**src/rtl/gn_axis_dwconv.sv**
```systemverilog
// -----------------------------------------------------------------------------
// gn_axis_dwconv -- AXI4-Stream width down-converter.
//
// Takes one wide input word and sends it out as R = P_S_AXIS_DWIDTH /
// P_M_AXIS_DWIDTH narrow beats. The slice order is selected by P_MSB_FIRST.
// When P_KEEP_EN is set, slices whose tkeep is all-zero are skipped. An input
// word with no kept bytes is dropped, unless it carries tlast. In that case a
// single empty beat (tkeep=0, tlast=1) is sent so the packet boundary is not
// lost.
//
// Ports
//   clk, reset_n           single clock, asynchronous active-low reset
//   s_axis_tdata/tkeep/tlast/tvalid/tready   wide slave stream
//   m_axis_tdata/tkeep/tlast/tvalid/tready   narrow master stream
//   pkt_cnt                count of m_axis tlast transfers (wraps at 16 bits)
//
// Timing: the first beat of an accepted word is valid on the next cycle. A new
// word is accepted in the same cycle that the final beat of the current word
// transfers, so back-to-back words have no bubble between them.
// -----------------------------------------------------------------------------
module gn_axis_dwconv #(
   parameter int P_S_AXIS_DWIDTH = 32,
   parameter int P_M_AXIS_DWIDTH = 8,
   parameter int P_MSB_FIRST     = 0,
   parameter int P_KEEP_EN       = 1
) (
   input  logic                         clk,
   input  logic                         reset_n,
   input  logic [P_S_AXIS_DWIDTH-1:0]   s_axis_tdata,
   input  logic [P_S_AXIS_DWIDTH/8-1:0] s_axis_tkeep,
   input  logic                         s_axis_tlast,
   input  logic                         s_axis_tvalid,
   output logic                         s_axis_tready,
   output logic [P_M_AXIS_DWIDTH-1:0]   m_axis_tdata,
   output logic [P_M_AXIS_DWIDTH/8-1:0] m_axis_tkeep,
   output logic                         m_axis_tlast,
   output logic                         m_axis_tvalid,
   input  logic                         m_axis_tready,
   output logic [15:0]                  pkt_cnt
);

   localparam int R    = P_S_AXIS_DWIDTH / P_M_AXIS_DWIDTH;
   localparam int SKB  = P_S_AXIS_DWIDTH / 8;
   localparam int MKB  = P_M_AXIS_DWIDTH / 8;
   localparam int IDXW = (R > 1) ? $clog2(R) : 1;
   // With R=1 the block is a plain register stage, so keep-based skipping is
   // turned off even when P_KEEP_EN is set.
   localparam bit KEEP_SKIP = (P_KEEP_EN != 0) && (R > 1);

   logic [P_S_AXIS_DWIDTH-1:0] data_reg;
   logic [SKB-1:0]             keep_reg;
   logic                       last_reg;
   logic [IDXW-1:0]            idx_reg;
   logic                       busy_reg;
   logic                       ready_en_reg;
   logic [15:0]                pkt_cnt_reg;

   // Buffered and incoming slices, re-indexed by beat (emission) order.
   logic [P_M_AXIS_DWIDTH-1:0] beat_data [R];
   logic [MKB-1:0]             beat_keep [R];
   logic [R-1:0]               buf_nz;
   logic [R-1:0]               in_nz;

   for (genvar gi = 0; gi < R; gi++) begin : g_slice
      localparam int SL = (P_MSB_FIRST != 0) ? (R - 1 - gi) : gi;
      assign beat_data[gi] = data_reg[SL*P_M_AXIS_DWIDTH +: P_M_AXIS_DWIDTH];
      assign beat_keep[gi] = keep_reg[SL*MKB +: MKB];
      // Without skipping, every beat counts as "present".
      assign buf_nz[gi]    = KEEP_SKIP ? (|keep_reg[SL*MKB +: MKB]) : 1'b1;
      assign in_nz[gi]     = KEEP_SKIP ? (|s_axis_tkeep[SL*MKB +: MKB]) : 1'b1;
   end

   logic            has_next;
   logic [IDXW-1:0] next_idx;
   logic            in_any;
   logic [IDXW-1:0] first_idx;

   // Find the next present beat after the current one, and the first present
   // beat of the incoming word. The loops scan downward so that the lowest
   // matching index is the one that remains.
   always_comb begin
      has_next  = 1'b0;
      next_idx  = idx_reg;
      in_any    = 1'b0;
      first_idx = '0;
      for (int j = R - 1; j >= 0; j--) begin
         if ((j > int'(idx_reg)) && buf_nz[j]) begin
            has_next = 1'b1;
            next_idx = IDXW'(j);
         end
         if (in_nz[j]) begin
            in_any    = 1'b1;
            first_idx = IDXW'(j);
         end
      end
   end

   logic is_final;
   logic beat_xfer;
   logic final_xfer;
   logic accept;
   logic drop_word;

   assign is_final   = !has_next;
   assign beat_xfer  = busy_reg && m_axis_tready;
   assign final_xfer = beat_xfer && is_final;
   // ready_en_reg keeps tready low during reset and for the first edge after it.
   assign s_axis_tready = ready_en_reg && (!busy_reg || final_xfer);
   assign accept        = s_axis_tvalid && s_axis_tready;
   assign drop_word     = KEEP_SKIP && !in_any && !s_axis_tlast;

   // The outputs are decoded directly from registers only. Because nothing
   // changes while stalled, they hold steady under backpressure.
   assign m_axis_tvalid = busy_reg;
   assign m_axis_tdata  = beat_data[idx_reg];
   assign m_axis_tkeep  = beat_keep[idx_reg];
   assign m_axis_tlast  = busy_reg && last_reg && is_final;
   assign pkt_cnt       = pkt_cnt_reg;

   always_ff @(posedge clk or negedge reset_n) begin
      if (!reset_n) begin
         data_reg     <= '0;
         keep_reg     <= '0;
         last_reg     <= 1'b0;
         idx_reg      <= '0;
         busy_reg     <= 1'b0;
         ready_en_reg <= 1'b0;
         pkt_cnt_reg  <= '0;
      end else begin
         ready_en_reg <= 1'b1;
         if (final_xfer && last_reg) begin
            pkt_cnt_reg <= pkt_cnt_reg + 16'd1;
         end
         if (accept && !drop_word) begin
            data_reg <= s_axis_tdata;
            keep_reg <= s_axis_tkeep;
            last_reg <= s_axis_tlast;
            idx_reg  <= first_idx;
            busy_reg <= 1'b1;
         end else if (final_xfer) begin
            // The word is finished. A dropped word accepted in this same
            // cycle leaves the buffer empty.
            idx_reg  <= '0;
            busy_reg <= 1'b0;
         end else if (beat_xfer) begin
            idx_reg <= next_idx;
         end
      end
   end

endmodule

```
**config.mk**
```make
export PLATFORM = sky130hd
export DESIGN_NAME = gn_axis_dwconv
export DESIGN_NICKNAME = d
export VERILOG_FILES = /design/src/rtl/gn_axis_dwconv.sv
export SDC_FILE = /design/constraint.sdc
export NUM_CORES = 1
export LEC_CHECK = 0
export BUFFER_PORTS_ARGS = -buffer_cell sky130_fd_sc_hd__buf_4
export CORE_MARGIN = 1.5
export CORE_UTILIZATION = 45
export CTS_CLUSTER_SIZE = 20
export DETAILED_ROUTE_END_ITERATION = 10
export GPL_TIMING_DRIVEN = 0
export PLACE_DENSITY = 0.76
export SYNTH_ARGS = -nofsm -noshare
export SYNTH_HDL_FRONTEND = slang
export SYNTH_SLANG_ARGS = --single-unit
```
**constraint.sdc**
```tcl
create_clock -name clk -period 4.02 [get_ports clk]
set_input_delay 1.005 -clock clk [delete_from_list [all_inputs] [get_ports clk]]
set_output_delay 1.005 -clock clk [all_outputs]
set_load 0.05 [all_outputs]
```
# Yosys cells after proc, flatten, opt, wreduce, memory -nomap -nowiden
# Cells that the tools add are included.
[totals]
register_bits = 57
wordCells = 60
[op_classes]
addsub = 1
magnitude_cmp = 4
muxes = 25
bitwise = 1
n_reduce_logical = 22
[ops]
columns = ["cell", "n"]
rows = [
  ["2-to-1 mux 2 bit", 10],
  ["adder 16 x 1 -> 16 bit, second input constant", 1],
  ["binary-select mux 8 bit (select 2 bit)", 1],
  ["2-to-1 mux 8 bit", 2],
  ["logical AND 1 bit", 12],
  ["2-to-1 mux 1 bit", 11],
  ["zero test 1 bit", 5],
  ["nonzero test 5 bit", 1],
  ["greater-than comparator 2 bit, first input constant", 2],
  ["greater-or-equal comparator 3 bit, second input constant", 1],
  ["NOT 2 -> 3 bit", 1],
  ["nonzero test 3 bit", 1],
  ["binary-select mux 1 bit (select 2 bit)", 1],
  ["greater-than comparator 1 x 2 -> 1 bit, first input constant", 1],
  ["AND reduction 2 bit", 1],
  ["nonzero test 2 bit", 1],
  ["logical OR 1 bit", 1],
]

# Logic depth before layout (Yosys ltp)
# Gate-level depths: netlist of run 1.
[depth]
word_depth = 13
depth_mapped = 7

# Worst setup path after synthesis of run 1
# Ideal clock, no wire load.
[synth_path]
path_kind = "register to output"
from = "register keep_reg[3], in the netlist buf_nz[3]"
to = "output port m_axis_tlast"
arrival_time_ns = 1.926
t_required_ns = 3.015
slack_ns = 1.089
path_stages_with_launch = 4
path_buffers = 0
path_cell_list = "dfrtp_1 > o21bai_1 > nand2_1 > nor3b_1"
[synth_between]
elab_chain_cells = 6
[synth_rtl]
columns = ["element", "line", "rtl"]
rows = [
  ["from (decl)", "51", "logic [SKB-1:0] keep_reg;"],
  ["from (signal assigned)", "136", "keep_reg <= s_axis_tkeep;"],
  ["logical AND 1 bit", "87", "if ((j > int'(idx_reg)) && buf_nz[j]) begin"],
  ["2-to-1 mux 1 bit (3 in a row)", "87", ""],
  ["zero test 1 bit", "104", "assign is_final = !has_next;"],
  ["logical AND 1 bit", "117", "assign m_axis_tlast = busy_reg && last_reg && is_final;"],
  ["to (decl)", "36", "output logic m_axis_tlast,"],
]
# No other way between the ends.

# Worst setup path in the final report of run 1
[layout_path]
from = "register idx_reg[1]"
to = "output port m_axis_tdata[5]"
[layout_between]
elab_chain_cells = 4
[layout_rtl]
columns = ["element", "line", "rtl"]
rows = [
  ["from (decl)", "53", "logic [IDXW-1:0] idx_reg;"],
  ["from (signal assigned)", "138", "idx_reg <= first_idx;"],
  ["from (signal assigned)", "146", "idx_reg <= next_idx;"],
  ["NOT 2 -> 3 bit (not written as such)", "115", "assign m_axis_tdata = beat_data[idx_reg];"],
  ["binary-select mux 8 bit (select 2 bit)", "115", ""],
  ["2-to-1 mux 8 bit (not written as such) (2 in a row)", "115", ""],
  ["to (decl)", "34", "output logic [P_M_AXIS_DWIDTH-1:0] m_axis_tdata,"],
]
# No other way between the ends. The select of a mux whose other input is x is not followed.

==> results of run 1 <==
area by class of cell:
| cell class | instances | area (um2) | share of cell area |
|---|---|---|---|
| clock buffer | 11 | 141 | 0.0403 |
| buffer | 7 | 71.3 | 0.0203 |
| inverter | 1 | 3.75 | 0.00107 |
| timing repair buffer | 68 | 510 | 0.145 |
| sequential | 57 | 1430 | 0.406 |
| multi-input combinational | 117 | 1160 | 0.332 |
| tap | 72 | 90.1 | 0.0257 |
| clock inverter | 5 | 103 | 0.0292 |
routing by layer:
| metal | part of all wire | GRT usage | vias to the layer above |
|---|---|---|---|
| met4 | 0.017 | 0.0948 | 0 |
| met3 | 0.044 | 0.0389 | 9 |
| met1 | 0.46 | 0.235 | 865 |
| met5 | 0 | 0 | - |
| li1 | - | - | 815 |
| met2 | 0.48 | 0.271 | 45 |
report_power, final:
part           total [mW]  internal [mW]  leakage [nW]  switching (mW)
registers           0.944          0.800         0.703           0.145
logic                1.40          0.637         0.843           0.760
clock network       0.651          0.428         0.120           0.224
worst paths after layout:
check,start,end,slack (ns),cells past startpoint
max reg2reg,idx_reg[1],data_reg[31],2.12,7
min,pkt_cnt[15],pkt_cnt[15],0.48,1
min reg2reg,pkt_cnt[15],pkt_cnt[15],0.48,1
max,idx_reg[1],m_axis_tdata[5],1.18,3
min in group asynchronous,reset_n,pkt_cnt[13],0.72,1
max in group asynchronous,reset_n,data_reg[7],2.81,1
cell usage after synthesis, drive strengths merged, types with 2 or more instances:
library cell  number  share of area
nor2               3         0.0042
xor2               2         0.0066
mux4               9          0.076
xnor2             13          0.043
nand2              9          0.013
o21ai              3         0.0070
mux2              38           0.19
clkbuf             2         0.0028
nand3              6          0.011
nand4              5          0.012
dfrtp             57           0.53
buf                5          0.024
and2               2         0.0047
nand3b             2         0.0056
o21bai             2         0.0056
a21oi              3         0.0070
nand2b             2         0.0047
and3               3         0.0070
nor3               3         0.0094
kinds of logic (layout without fill, tap and decap cells):
family | Yosys count | after routing | share of synthesized area
AOI/OAI and AO/OA | 10 | 10 | 0.0253
xor gates and xnor gates | 15 | 15 | 0.0493
adders and majority gates | 1 | 1 | 0.00469
buffers and inverters | 8 | 92 | 0.0282
DFF | 57 | 57 | 0.535
muxes | 47 | 47 | 0.263
other | 1 | 1 | 0.00141
and+or+nand+nor | 43 | 43 | 0.0929
worst register-to-register path: cells and delay by family, from the launching register on:
family | cells | cell delay [ns]
multiplexers | 1 | 0.30
flip-flops | 1 | 0.40
AND/OR/NAND/NOR | 2 | 0.27
buffers and inverters | 2 | 0.35
AO/OA/AOI/OAI | 2 | 0.46
==> flow_summary.toml, run 1 <==
[finish]
area_growth_pct = 31.7
utilization = 0.626
largest_reg_flops = 32
most-common-layout-cells = "69 x buf_4, 57 x dfrtp_1, 19 x mux2_4, 19 x mux2_2, 13 x xnor2_1"
fin_area_um2 = 3510
layout.cells.non_filler = 338
fillers = 465
num_antenna_cells = 0
layout_commonest_cell = "buf_4"
final_nets = 303
drive_above_1_share = 0.526

[placed_design]
pre_cts_slack_ns = 1.36
dp_hpwl_mm = 3.59
gp_congestion = 0.797
place_area_um2 = 3270
port-buffer-count = 68
dp_cells = 322

[grt]
grt_pass1_wl_mm = 8.40
grt_pass1_vias = 1813
antenna_found_initial = 0
grt_usage = 0.178
overflow = 0
grt_start_max_net_pins = 58

[floorplan]
boundaryPins = 69
coreArea_um2 = 5610
fp-row-count = 27
die_h_um = 80.0
initial_core_util = 0.475
chipWidth_um = 80.0
die_area_um2 = 6400

[timing]
tightestPinTransition_ns = 0.718
tns_ns = 0
clock-skew-final_ns = 0.0105
min_period_over_period = 0.707
setup_slack_ns = 1.18
setup_viol = 0
fin_hold_ws_ns = 0.475
fmaxAchievable_mhz = 352
hold_viol = 0
slew_headroom = 0.521
rsz0062_at_grt = "false"
min_period_ns = 2.84
final_max_slew_viol_count = 0

[worst_setup_path]
cp_max_fo = 10
path_class = "register to output pin"
cp_top_family = "buffers and inverters"
worst-path-buf-inv = 2
crit_chain = "clkbuf_1, mux4_2, buf_4"
critPathArrivalTime_ns = 1.84
worstPathRequired_ns = 3.01
slowest_delay_ns = 0.50
endpoint_kind = "output pin"
cp_slowest_cell = "clkbuf_1"
startpoint_type = "register"

[clocking]
holdBufCountCts = 0
clk_path_buf_depth = 2
cts-resized-gates = 0
clock-sinks = 57
htree_levels = 3
cts_buffers = 9
cts_tree = "done"
cts_setup_buffers = 0
path_clk_slew_ns = 0.06
clk_latency_ns = 0.33
cts_root_buf = "clkbuf_8"

[route]
wire_per_inst_um = 15.1
wirelength_mm = 5.12
dr.pass1.iters = 4
ant_nets = 0
dr_total_vias = 1734
drc = 0
via_per_inst = 5.13
drtIter0Drc = 58

[logic_synthesis]
synth.avg_cell_area_um2 = 14.7
synth_nets = 224
ys_warn_count = 0
synth_edf_count = 0
synth-main-ff-cell = "dfrtp_1"
ys_seq_area_frac = 0.535
syn_inst = 182
synth_cell_type_count = 39
synth-seq-cells = 57
synth.cell_area_um2 = 2670
synthArstFlopShare = 1.00

[hold_path]
hold_path_class = "register to register"

[run_status]
outcome = "completed"

[power]
p_per_area_nw_per_um2 = 852
p_total_mw = 2.99
p_leak_nw = 1.67
vdd_drop_max_mv = 0.429

[job]
maxCapViolations = 0
No activity file was read; power rests on OpenSTA's default activity.
==> run 2, diff against run 1 <==
--- a/config.mk
+++ b/config.mk
@@ -5,13 +5,14 @@
 export SDC_FILE = /design/constraint.sdc
 export NUM_CORES = 1
 export LEC_CHECK = 0
+export ABC_AREA = 1
 export BUFFER_PORTS_ARGS = -buffer_cell sky130_fd_sc_hd__buf_4
 export CORE_MARGIN = 1.5
 export CORE_UTILIZATION = 45
 export CTS_CLUSTER_SIZE = 20
 export DETAILED_ROUTE_END_ITERATION = 10
 export GPL_TIMING_DRIVEN = 0
-export PLACE_DENSITY = 0.76
+export PLACE_DENSITY = 0.78
 export SYNTH_ARGS = -nofsm -noshare
 export SYNTH_HDL_FRONTEND = slang
 export SYNTH_SLANG_ARGS = --single-unit
==> constraint.sdc (replaced) <==
create_clock -name clk -period 2.6 [get_ports clk]
set_input_delay 0.65 -clock clk [delete_from_list [all_inputs] [get_ports clk]]
set_output_delay 0.65 -clock clk [all_outputs]
set_load 0.05 [all_outputs]
==> run 2 against run 1 <==
Total power increased by 54%. Register-to-register slack got worse by 1.3 ns. First-iteration DRC count increased to 4.2 times the previous value. Via count increased by 56%. Sequential power increased by 55%. Utilization decreased by 1.2 points. Worst setup slack got worse by 1.0 ns. Highest routed layer unchanged.
==> flow_summary.toml, run 2 <==
[logic_synthesis]
synth.avg_cell_area_um2 = 7.98
synth-seq-cells = 57
yosysTopAreaCell = "dfrtp_1"
ys_seq_area_frac = 0.498
synthTopCellsByArea = "dfrtp_1 50%, nand2_1 16%, nand3_1 7.5%"
synth_edf_count = 0
synth.cell_area_um2 = 2870
synth_nets = 401
synth.top_cell.area_share = 0.498
synth_most_common_cell = "nand2_1"
ys_warn_count = 0
yosys-top-cells-count = "121 x nand2_1, 57 x dfrtp_1, 43 x nand3_1"
synth_cell_type_count = 28
synthArstFlopShare = 1.00
syn_inst = 359
synth-main-ff-cell = "dfrtp_1"

[timing]
final_max_slew_viol_count = 0
rsz0062_at_grt = "false"
slew_headroom = 0.511
tns_ns = 0
min_period_over_period = 0.951
min_period_ns = 2.47
fmaxAchievable_mhz = 404
tightestPinTransition_ns = 0.733
hold_viol = 0
clock-skew-final_ns = 0.00881
fin_hold_ws_ns = 0.351
setup_viol = 0

[floorplan]
die_h_um = 82.8
die_area_um2 = 6860
fp-row-count = 28
coreArea_um2 = 6030
boundaryPins = 69
chipWidth_um = 82.8
initial_core_util = 0.476

[worst_setup_path]
crit_top_cell = "buf_4"
startpoint_type = "register"
critPathArrivalTime_ns = 1.82
path_class = "register to output pin"
reg2reg_from = "m_axis_tvalid"
cp_max_fo = 10
cp_slowest_cell = "dfrtp_1"
rrSetupSlack_ns = 0.83
worstRegToRegCells = 8
endpoint_kind = "output pin"
cp_top_family = "buffers and inverters"
crit_chain = "nand2_1, inv_1, nand4_4, a21boi_4, buf_4, buf_4"
cp.depth = 6
slowest_delay_ns = 0.46
worst-path-buf-inv = 3
reg2reg_to = "data_reg[3]"
worstPathRequired_ns = 1.95

[power]
p_sw_mw = 2.16
p_leak_nw = 1.95
clockPowerShare = 0.195
swShare = 0.467
power_frac_comb = 0.488
p_total_mw = 4.62
p_per_area_nw_per_um2 = 1250
vdd_drop_max_mv = 0.654
sequentialPowerShare = 0.317
p_int_mw = 2.46

[placed_design]
port-buffer-count = 68
gp_congestion = 0.866
dp_cells = 502
dp_hpwl_mm = 5.21

[run_status]
outcome = "completed"

[route]
drtIter0Drc = 245
wirelength_mm = 7.39
dr.pass1.iters = 5
wire_per_inst_um = 14.2
dr_total_vias = 2697
drc = 0
via_per_inst = 5.20
ant_nets = 0

[finish]
layout_commonest_cell = "nand2_1"
layout.cells.non_filler = 519
fillers = 533
area_growth_pct = 29.0
num_antenna_cells = 0
most-common-layout-cells = "121 x nand2_1, 74 x buf_4, 57 x dfrtp_1, 43 x nand3_1, 38 x nor2_1"
largest_reg_flops = 32
drive_above_1_share = 0.241
final_nets = 481

[grt]
grt_start_max_net_pins = 58
overflow = 0
antenna_found_initial = 0
grt_pass1_wl_mm = 12.4
grt_pass1_vias = 2602
grt_usage = 0.227

[clocking]
clk_path_buf_depth = 2
clk_latency_ns = 0.34
cts_root_buf = "clkbuf_8"
clock-sinks = 57
htree_levels = 3
path_clk_slew_ns = 0.07
cts_tree = "done"
holdBufCountCts = 0
cts_buffers = 9

[job]
maxCapViolations = 0

[hold_path]
hold_path_class = "input port to asynchronous set/reset pin"
[run 2: cell type report]
class,count,area (um2),share of cell area
Buffer,17,111,0.0301
Clock inverter,4,50.0,0.0135
Clock buffer,12,165,0.0447
Tap cell,75,93.8,0.0254
Inverter,20,75.1,0.0203
Multi-Input combinational cell,265,1260,0.340
Sequential cell,57,1430,0.386
Timing Repair Buffer,69,518,0.140
[run 2: through the flow]
stage | area (um2) | setup slack [ns] | util
after floorplan | 2870 | 0.213 | -
after global placement | 3470 | 0.136 | 0.576
after detailed placement | 3470 | 0.131 | 0.576
after CTS | 3690 | 0.0911 | 0.613
after global routing | 3700 | 0.0251 | 0.614
final | 3700 | 0.127 | 0.614
[run 2: layer usage]
layer,part of all wire,global-route usage,up-vias
met4,0.020,0.0955,0
li1,-,-,1317
met5,0,0,-
met3,0.067,0.0586,16
met1,0.45,0.312,1251
met2,0.47,0.341,113
[run 2: worst max path at each step]
stage,startpoint,end
after global routing,m_axis_tvalid,s_axis_tready
final,m_axis_tvalid,s_axis_tready
after detailed placement,m_axis_tready,s_axis_tready
after floorplan,idx_reg[0],m_axis_tdata[0]
after global placement,m_axis_tready,s_axis_tready
after CTS,idx_reg[0],m_axis_tdata[4]
[run 2: kinds of logic (layout without fill, tap and decap cells)]
family,count (synthesis),after routing,share of synthesized area
AND/OR/NAND/NOR,216,216,0.324
flip-flops,57,57,0.498
buffers and inverters,37,122,0.0637
AO/OA/AOI/OAI,35,35,0.0725
XOR/XNOR,12,12,0.0367
adder cells (fa/ha/maj),1,1,0.00436
other,1,1,0.00131
[run 2: power groups by stage]
stage          clock network [mW]  logic (mW)  registers, mW
2_1_floorplan                   0        1.46           1.56
3_3_place_gp                    0        2.19           1.46
3_5_place_dp                    0        2.23           1.47
4_1_cts                     0.901        2.25           1.46
5_1_grt                     0.949        2.43           1.51
6_report                    0.899        2.25           1.46
[run 2: repair_timing]
item / 4_1_cts / 5_1_grt
pin swaps: 1 / 0
setup buffers: 1 / 0
gates resized for setup: 1 / 4
hold endpoints to repair: 0 / 0
setup endpoints to repair: 2 / 2
[run 2: worst reg2reg max path: cells and delay by family (launching register included)]
kind	cells	cell delay (ns)
simple gates	6	0.83
flops	1	0.46
buf+inv	2	0.37
==> run 3, diff against run 2 <==
--- a/config.mk
+++ b/config.mk
@@ -13,6 +13,7 @@
 export DETAILED_ROUTE_END_ITERATION = 10
 export GPL_TIMING_DRIVEN = 0
 export PLACE_DENSITY = 0.78
+export SKIP_LAST_GASP = 1
 export SYNTH_ARGS = -nofsm -noshare
 export SYNTH_HDL_FRONTEND = slang
 export SYNTH_SLANG_ARGS = --single-unit
==> constraint.sdc (replaced) <==
create_clock -name clk -period 2.6 [get_ports clk]
set_input_delay 0.52 -clock clk [delete_from_list [all_inputs] [get_ports clk]]
set_output_delay 0.52 -clock clk [all_outputs]
set_load 0.05 [all_outputs]
==> run 3 against run 2 <==
Routed wire length is 0.54% lower. Register-to-register slack is essentially flat. First-iteration DRC count decreased by 14%. Largest cell class unchanged. Non-clock buffer count stayed put. Via count increased by 0.22%. Sequential power about the same. Critical path depth is 1 lower. Global-route usage decreased by 0.17 points. Die area unchanged. Fmax grew 4.1%.
==> flow_summary.toml, run 3 (synthesis gave the netlist of run 2 again) <==
[floorplan]
chipWidth_um = 82.8
die_h_um = 82.8
fp-row-count = 28
coreArea_um2 = 6030
initial_core_util = 0.476
die_area_um2 = 6860
boundaryPins = 69

[grt]
overflow = 0
grt_usage = 0.225
grt_pass1_vias = 2581
grt_pass1_wl_mm = 12.3
antenna_found_initial = 0
grt_start_max_net_pins = 58

[finish]
largest_reg_flops = 32
num_antenna_cells = 0
fillers = 535
drive_above_1_share = 0.236
regArea_um2 = 1430
layout_commonest_cell = "nand2_1"
area_growth_pct = 28.9
multi_input_area_um2 = 1260
most-common-layout-cells = "121 x nand2_1, 74 x buf_4, 57 x dfrtp_1, 43 x nand3_1, 38 x nor2_1"
final_nets = 481

[timing]
min_period_ns = 2.38
clock-skew-final_ns = 0.0104
tightestPinTransition_ns = 0.732
final_max_slew_viol_count = 0
setup_viol = 0
tns_ns = 0
fmaxAchievable_mhz = 421
hold_viol = 0
rsz0062_at_grt = "false"
min_period_over_period = 0.914
slew_headroom = 0.512
setup_slack_ns = 0.224

[worst_setup_path]
cp_slowest_cell = "dfrtp_1"
endpoint_kind = "output pin"
path_class = "register to output pin"
cp_max_fo = 10
crit_chain = "clkbuf_1, clkbuf_2, nor2_1, o22ai_1, buf_4"
critPathArrivalTime_ns = 1.86
startpoint_type = "register"
worstRegToRegCells = 9
worstPathRequired_ns = 2.08
slowest_delay_ns = 0.37

[clocking]
cts_buffers = 9
cts_tree = "done"
clock-sinks = 57
clk_path_buf_depth = 2
htree_levels = 3
cts_root_buf = "clkbuf_8"
clk_latency_ns = 0.35
holdBufCountCts = 0
path_clk_slew_ns = 0.07

[route]
drc = 0
dr.pass1.iters = 5
dr_total_vias = 2703
wire_per_inst_um = 14.2
wirelength_mm = 7.35
ant_nets = 0
drtIter0Drc = 211
via_per_inst = 5.21

[job]
maxCapViolations = 0

[power]
p_leak_nw = 1.94
p_per_area_nw_per_um2 = 1250
p_total_mw = 4.61
vdd_drop_max_mv = 0.655

[run_status]
outcome = "completed"

[hold_path]
hold_path_class = "input port to asynchronous set/reset pin"

[placed_design]
port-buffer-count = 68
gp_congestion = 0.866
pre_cts_slack_ns = 0.391
dp_hpwl_mm = 5.21
run 3: cell count changes in the layout (fill, tap and decap cells not counted):
cell | previous run | this run
clkbuf_2 | 3 | 1
clkbuf_1 | 3 | 5
run 3: cell type report:
cell class | instances | area share
Timing Repair Buffer | 69 | 0.140
Sequential cell | 57 | 0.386
Tap cell | 75 | 0.0254
Inverter | 20 | 0.0203
Clock buffer | 12 | 0.0447
Buffer | 17 | 0.0295
Multi-Input combinational cell | 265 | 0.340
Clock inverter | 4 | 0.0135
run 3: critical path, delay by kind of cell (launching register included):
| family | cells | cell delay (ns) |
|---|---|---|
| AO/OA/AOI/OAI | 1 | 0.19 |
| buffers and inverters | 3 | 0.87 |
| flip-flops | 1 | 0.37 |
| AND/OR/NAND/NOR | 1 | 0.08 |
run 3: what timing repair did:
item	CTS	global route
setup endpoints to repair	0	3
gates resized for setup	0	2
buffers inserted	0	1
run 3: final timing paths:
| kind | endpoint | slack (ns) | from |
|---|---|---|---|
| setup / recovery | m_axis_tdata[4] | 0.22 | idx_reg[0] |
| hold / removal | data_reg[21] | 0.23 | reset_n |
| setup reg to reg | idx_reg[0] | 0.82 | m_axis_tvalid |
| hold reg to reg | data_reg[9] | 0.48 | data_reg[9] |
| max in group asynchronous | pkt_cnt[13] | 1.87 | reset_n |
| min in group clk | data_reg[2] | 0.39 | s_axis_tdata[2] |
run 3: through the flow:
step	std cells	cell area, um2	hold slack [ns]	util
after CTS	518	3690	0.258	0.612
final	519	3690	0.226	0.613
after global placement	502	3470	0.462	0.576
after floorplan	359	2870	0.224	-
after global routing	519	3690	0.286	0.613
after detailed placement	502	3470	0.464	0.576
run 3: layer usage:
layer | vias up | wire, um | global-route usage
li1 | 1315 | - | -
met1 | 1277 | 3380 | 0.312
met2 | 92 | 3410 | 0.339
met3 | 19 | 357 | 0.0447
met4 | 0 | 198 | 0.108
met5 | - | 0 | 0
run 3: power breakdown:
part           total, mW  switching (mW)  internal (mW)
clock              0.898           0.379          0.519
sequential          1.46           0.243           1.22
combinational       2.25            1.53          0.717
